## src/rtl/uart_cmd_mode_ctrl.sv

```systemverilog
// uart_cmd_mode_ctrl: ASCII command parser driving UART TX mode and per-channel rate codes.
// Letters are matched case-insensitively; digits select channels in CTRL_SEL.
module uart_cmd_mode_ctrl #(
    parameter int NUM_CH = 4,
    parameter int CH_W = 2,
    parameter int TIMEOUT_CYC = 1000000,
    parameter int TO_W = 20,
    parameter logic [7:0] DEFAULT_RATE = 8'h31
) (
    input  logic                  clk,
    input  logic                  reset,
    input  logic                  i_valid,
    input  logic [7:0]            i_data,
    input  logic                  i_start,
    output logic                  o_mode_idle,
    output logic                  o_mode_normal,
    output logic                  o_mode_ctrl,
    output logic [CH_W-1:0]       o_sel_ch,
    output logic [8*NUM_CH-1:0]   o_rate,
    output logic                  o_cfg_update,
    output logic                  o_err,
    output logic                  o_timeout
);
    typedef enum logic [1:0] {IDLE, NORMAL, CTRL, CTRL_SEL} state_t;
    localparam logic [TO_W-1:0] TO_LAST = TO_W'(TIMEOUT_CYC - 1);
    localparam logic [7:0] SEL_END = 8'(8'h30 + NUM_CH);
    state_t state;
    logic [TO_W-1:0] cnt;
    logic [7:0] up;
    logic [7:0] code;
    always_comb begin
        up = (i_data >= "a" && i_data <= "z") ? i_data - 8'd32 : i_data;
        code = (up == "1") ? 8'h31 : (up == "5") ? 8'h35 : 8'h61;
    end
    assign o_mode_idle = state == IDLE;
    assign o_mode_normal = state == NORMAL;
    assign o_mode_ctrl = state == CTRL || state == CTRL_SEL;
    always_ff @(posedge clk or negedge reset) begin
        if (!reset) begin
            state <= IDLE;
            cnt <= '0;
            o_sel_ch <= '0;
            o_rate <= {NUM_CH{DEFAULT_RATE}};
            o_cfg_update <= 1'b0;
            o_err <= 1'b0;
            o_timeout <= 1'b0;
        end else begin
            o_cfg_update <= 1'b0;
            o_err <= 1'b0;
            o_timeout <= 1'b0;
            cnt <= '0;
            case (state)
                IDLE: begin
                    if (i_valid && up == "M") state <= CTRL;
                    else if (i_start) state <= NORMAL;
                end
                NORMAL: begin
                    if (i_valid && up == "M") state <= CTRL;
                    else if (i_valid && up == "C") state <= IDLE;
                end
                CTRL, CTRL_SEL: begin
                    // a byte in the final cycle suppresses the timeout
                    if (!i_valid) begin
                        if (cnt == TO_LAST) begin
                            o_timeout <= 1'b1;
                            state <= NORMAL;
                        end else begin
                            cnt <= cnt + 1'b1;
                        end
                    end else if (state == CTRL) begin
                        case (up)
                            "1", "5", "A": begin
                                for (int k = 0; k < NUM_CH; k++)
                                    if (k == int'(o_sel_ch)) o_rate[8*k +: 8] <= code;
                                o_cfg_update <= 1'b1;
                            end
                            "D": begin
                                o_rate <= {NUM_CH{DEFAULT_RATE}};
                                o_cfg_update <= 1'b1;
                            end
                            "S": state <= CTRL_SEL;
                            "F": state <= NORMAL;
                            default: o_err <= 1'b1;
                        endcase
                    end else begin
                        if (i_data >= 8'h30 && i_data < SEL_END) o_sel_ch <= i_data[CH_W-1:0];
                        else o_err <= 1'b1;
                        state <= CTRL;
                    end
                end
                default: state <= IDLE;
            endcase
        end
    end
endmodule
```

## config.mk

```make
export PLATFORM = sky130hd
export DESIGN_NAME = uart_cmd_mode_ctrl
export DESIGN_NICKNAME = d
export VERILOG_FILES = /design/src/rtl/uart_cmd_mode_ctrl.sv
export SDC_FILE = /design/constraint.sdc
export NUM_CORES = 1
export LEC_CHECK = 0
export CELL_PAD_IN_SITES_DETAIL_PLACEMENT = 0
export CELL_PAD_IN_SITES_GLOBAL_PLACEMENT = 1
export CORE_MARGIN = 8
export CORE_UTILIZATION = 34
export CTS_CLUSTER_SIZE = 28
export DETAILED_ROUTE_END_ITERATION = 10
export PLACE_DENSITY = 0.74
export SLEW_MARGIN = 20
export SYNTH_ARGS = -nofsm -noshare
export SYNTH_HDL_FRONTEND = slang
export SYNTH_SLANG_ARGS = --single-unit
```

## constraint.sdc

```tcl
create_clock -name clk -period 1.8 [get_ports clk]
set_clock_uncertainty 0.15 [all_clocks]
set_input_delay 0.36 -clock clk [delete_from_list [all_inputs] [get_ports clk]]
set_output_delay 0.36 -clock clk [all_outputs]
set_load 0.005 [all_outputs]
```

==> flow_summary.ini, run 1 <==
[outcome]
status = complete, but fails checks
violations = negative setup slack

[routing]
wl_per_cell_um = 14.2
wl_um = 5840
drt-vias-per-instance = 4.90
vias = 2017
drtIter0Drc = 42
ant_nets = 0
drc = 0
drt-pass1-iter-count = 4

[placement]
gp_congestion = 0.870
portBuffers = 31
hpwl_um = 4270

[yosys]
muxShareOfSynthArea_pct = 3.35
synth_top_family_by_area = simple AND/OR/NAND/NOR gates
ys_types = 58
syn-cell-area_um2 = 2320
synth_edf_count = 0
avgSynthCellArea_um2 = 9.66
yosys.area_share.simple_pct = 22.5
synth-compound-area-share_pct = 13.2
synth_top_area_share_pct = 37.8
synthArstFlopShare_pct = 100
yosys_register_bits = 39
synth_xor_area_share_pct = 6.43
synth_area_leaders = dfrtp_1 (38%), buf_4 (6.5%), dfstp_2 (4.5%)
yosys_warnings = 0
synth_area_leader_cell = dfrtp_1
synth_fa_ha_area_share_pct = 1.62
syn_inst = 240
ys_seq_area_share_pct = 42.3
ys.flop_type = dfrtp_1

[timing]
min_period_ns = 1.92
max_freq_mhz = 522
worst_slack_ns = -0.116
slew_violations = 0
fin_crit_sh_pct = 106
setup_violations = 7
rsz0062_at_grt = true
final.setup.tns_ns = -0.431
hold_viol_final = 0

[clock_network]
cts_tree = done
clk_path_buf_depth = 2
cts-root-buf = clkbuf_8
cts_buffers = 5
clock_latency_ns = 0.29
cts_sinks = 39
path_clk_slew_ns = 0.07
h-tree-depth = 2

[die]
num_io_pins = 52
die_width_um = 98.6
core.rowCount = 30
initial_utilization_pct = 34.7
core-area_um2 = 6680
die_h_um = 98.6
die_area_um2 = 9710

[critical_path]
max_stage_delay_ns = 0.54
worst-path-max-fanout = 5
path_buf_inv = 1
r2r_slack_ns = 0.02
critical-path-top-delay-family = simple AND/OR/NAND/NOR gates
worstSetupPathType = in2reg
path_depth = 6
critPathCaptureType = flop
crit_arrival_ns = 1.94
start_kind = input pin
cp_slowest_cell = or4b_4
r2r_cells = 6
crit_required_ns = 1.82
path_cells = buf_6, or4b_4, nor3_4, o211ai_1, a21oi_2, mux2_4

[grt]
grt_pass1_vias = 2125
grt_pass1_wl_um = 9980
track_usage_pct = 12.3
grt_max_degree = 40
antenna_found_initial = 0
grt_overflow_total = 0

[min_path]
hold_path.class = in2reg
holdPathStages = 3

[power_and_ir_drop]
pwr-share-comb_pct = 10.8
power.share.sequential_pct = 52.7
p_clk_share_pct = 36.5
intPower_mw = 1.27
p_per_area_nw_per_um2 = 476
p_switching_mw = 0.394
leakage_nw = 1.46
vdd_ir_drop_max_v = 0.000218
switching_share_pct = 23.7

[layout]
utilization_pct = 52.4
layout_commonest_cell = buf_4
num-fill-cells = 600
layout-drive-gt1-share_pct = 44.6
n_antenna_cell = 0
area_delta_synth_final_pct = 51.0
finalNetCount = 346
most-common-layout-cells = buf_4 (55), dfrtp_1 (33), conb_1 (20)

[run]
max_cap_violations = 0
[power by group through the flow]
stage               sequential (mW)  clock, mW  combinational, mW
floorplan                     0.895          0             0.0921
global placement              0.894          0              0.157
detailed placement            0.894          0              0.160
CTS                           0.877      0.630              0.168
global route                  0.877      0.666              0.199
finish                        0.877      0.608              0.179
[area by class of cell]
type                       count  area, um^2  share of cell area, %
tap                           80         100                   2.86
timing repair buffer          94         816                   23.3
multi-input combinational    179        1460                   41.8
sequential                    39         983                   28.1
clock inverter                 1        5.00                  0.143
inverter                      12        47.5                   1.36
clock buffer                   7        86.3                   2.47
[routing by layer]
layer  track usage [%]  wire [um]  vias up
li1                  -          -      993
met1              14.8       2740      983
met2              21.2       2830       36
met3              2.47        193        5
met4              4.49         80        0
met5                 0          0        -
[worst min-delay path: cells and delay by family]
kind	cells	cell delay, ns
muxes	1	0.15
buffers and inverters	2	0.26
[metrics by stage]
stage / std cells / setup slack, ns / power (mW) / area [um^2] / hold WS, ns
global placement: 394 / -0.788 / 1.05 / 3030 / 0.195
detailed placement: 394 / -0.830 / 1.05 / 3030 / 0.197
floorplan: 258 / -0.348 / 0.987 / 2400 / -0.0856
global route: 412 / -0.176 / 1.74 / 3500 / 0.385
finish: 412 / -0.116 / 1.66 / 3500 / 0.358
CTS: 409 / -0.137 / 1.68 / 3280 / 0.347
[flip-flops by register name, indices dropped and copies added, names as in the netlist]
signal and count:
cnt 20, state 2, o_err 1, o_timeout 1, o_cfg_update 1, o_sel_ch 2
o_rate 12
[synth_stat cells (5+ instances only)]
library cell	number
dfrtp_1	35
nor2_1	24
buf_4	20
inv_1	12
nand2_1	9
o21ai_0	9
xor2_1	9
xnor2_1	8
nand3_1	7
nor3_1	7
a21oi_1	5
nand4_1	5
[what timing repair did]
action / CTS / global route
hold buffers: 1 / 0
endpoints found under the setup margin: 46 / 36
resized for setup: 62 / 52
pin swaps: 23 / 31
setup buffers: 9 / 4
hold endpoints to repair: 35 / 0
[path summary, 6_finish.rpt]
check | startpoint | to
min reg2reg | o_rate[10] | o_rate[10]
min in group asynchronous | reset | cnt[8]
max | i_data[4] | o_rate[10]
max reg2reg | cnt[6] | cnt[2]
min | i_data[1] | o_sel_ch[1]
max in group asynchronous | reset | o_rate[28]
[cell families (layout without fill, tap and decap cells)]
group,Yosys count,count (layout)
multiplexers,7,7
adder cells (fa/ha/maj),3,3
AO/OA/AOI/OAI,43,43
other,2,20
AND/OR/NAND/NOR,89,89
XOR/XNOR,17,17
buffers and inverters,40,114
flip-flops,39,39
Note: power is estimated with default switching activity, not from simulation.
==> run 2: changes to the inputs <==
- CORE_UTILIZATION: 34 -> 43
- DONT_BUFFER_PORTS: not set -> 1
- RECOVER_POWER: not set -> 25
==> flow_summary.ini, run 2 (same netlist as run 1, synthesis figures left out) <==
[layout]
layout_commonest_cell = dfrtp_1
multi_input_area_um2 = 1290
most-common-layout-cells = dfrtp_1 (35), buf_4 (34), conb_1 (20)
layout-drive-gt1-share_pct = 36.6
stdcell_area_um2 = 2870
top_register = cnt
num-fill-cells = 493
finalNetCount = 293
n_antenna_cell = 0
reg.largest.list = cnt: 20 flops, o_rate: 12 flops
area_delta_synth_final_pct = 23.9
largest_reg_flops = 20
final-seq-area_um2 = 981

[critical_path]
worst-path-max-fanout = 10
crit_required_ns = 1.83
worstSetupPathType = in2reg
r2r_slack_ns = -0.01
critPathCaptureType = flop
r2r-end = cnt[15]
r2r_cells = 6
start_kind = input pin
crit_arrival_ns = 1.87
regToRegStartpoint = cnt[11]

[grt]
track_usage_pct = 13.9
busiest_layer = met2
use_met1_pct = 18.4
grt_pass1_vias = 1800
grt_overflow_total = 0
grt_max_degree = 40
met3_usage_pct = 3.77
grt_pass1_wl_um = 8490
antenna_found_initial = 0
use_met2_pct = 20.3

[power_and_ir_drop]
vdd_ir_drop_max_v = 0.000270
power_mw = 1.75
leakage_nw = 1.18
p_per_area_nw_per_um2 = 610

[placement]
postPlaceCellArea_um2 = 2530
gp_congestion = 0.840
hpwl_um = 3900
pre_cts_slack_ns = -0.348
portBuffers = 0

[timing]
max_slew.worst_pin.slew_ns = 0.964
min_period_ns = 1.83
rsz0062_at_grt = true
final.setup.tns_ns = -0.112
slew_violations = 0
hold_viol_final = 0
worst_slack_ns = -0.0337
max_freq_mhz = 545
slew_headroom_pct = 35.7
setup_violations = 11
fin_crit_sh_pct = 102

[die]
die_h_um = 89.4
core-area_um2 = 5140
core.rowCount = 26
die_area_um2 = 7990
die_width_um = 89.4
initial_utilization_pct = 45.1
num_io_pins = 52

[clock_network]
cts_tree = done
clock_latency_ns = 0.30
cts_buffers = 5
cts_sinks = 39
cts-root-buf = clkbuf_8
clk_path_buf_depth = 2
h-tree-depth = 2
path_clk_slew_ns = 0.08

[run]
max_cap_violations = 0

[min_path]
hold_path.class = in2reg
holdPathStages = 1
min_from = i_valid
whs_endpoint = o_err

[routing]
ant_nets = 0
drc = 0
drtIter0Drc = 88
drt-pass1-iter-count = 4
wl_um = 5320
vias = 1823
drt-vias-per-instance = 5.22
wl_per_cell_um = 15.2

[outcome]
status = complete, but fails checks
violations = negative setup slack
## run 2: changes by cell type in the layout (fill, tap and decap cells not counted), moves of 3 or more
| cell | delta |
|---|---|
| clkdlybuf4s50_1 | -14 |
| dlygate4sd2_1 | -10 |
| o22ai_2 | -3 |
| buf_6 | -5 |
| o21ai_0 | +3 |
| nor2_2 | +12 |
| o22ai_1 | +3 |
| buf_4 | -21 |
| nor2_4 | -10 |
## run 2: timing repair
item	4_1_cts	5_1_grt
buffers inserted	4	3
setup endpoints to repair	22	25
gates cloned	0	1
pin swaps	17	5
hold endpoints to repair	39	0
gates resized for setup	14	21
hold buffers	2	0
## run 2: layout make-up
type	count	area share, %
Multi-Input combinational cell	179	45.0
Sequential cell	39	34.2
Timing Repair Buffer	41	12.0
Tap cell	70	3.05
Clock buffer	6	2.88
Inverter	12	1.57
Clock inverter	2	1.35
## run 2: how the worst max path moves through the flow
stage / start / end / slack [ns]
floorplan: i_data[1] / o_rate[26] / -0.35
global placement: i_data[1] / o_rate[26] / -0.32
detailed placement: i_data[1] / o_rate[26] / -0.35
CTS: cnt[13] / state[0] / -0.07
global route: cnt[11] / cnt[12] / -0.11
finish: i_data[1] / o_rate[26] / -0.03
## run 2: critical path, cell delays in order
cell	delay, ns
or4b_4	0.54
nor3_4	0.27
o2111ai_2	0.14
a21oi_2	0.23
mux2_4	0.32
## run 2: layer usage
metal  up-vias  routed length (um)
met4         0                  89
li1        889                   -
met1       874                2500
met3         8                 408
met5         -                   0
met2        52                2320
## run 2: metrics by stage
| stage | hold slack (ns) | utilization, % | cells |
|---|---|---|---|
| 5_1_grt | 0.0269 | 55.9 | 349 |
| 2_1_floorplan | -0.0856 | - | 258 |
| 3_3_place_gp | -0.0842 | 49.3 | 331 |
| 3_5_place_dp | -0.0846 | 49.3 | 331 |
| 4_1_cts | 0.0340 | 53.9 | 345 |
| 6_report | 0.0410 | 55.9 | 349 |
## run 2: where the power goes
part           switching, mW  internal, mW
clock                  0.326         0.456
sequential          0.000620         0.876
combinational         0.0578        0.0351
total                  0.385          1.37
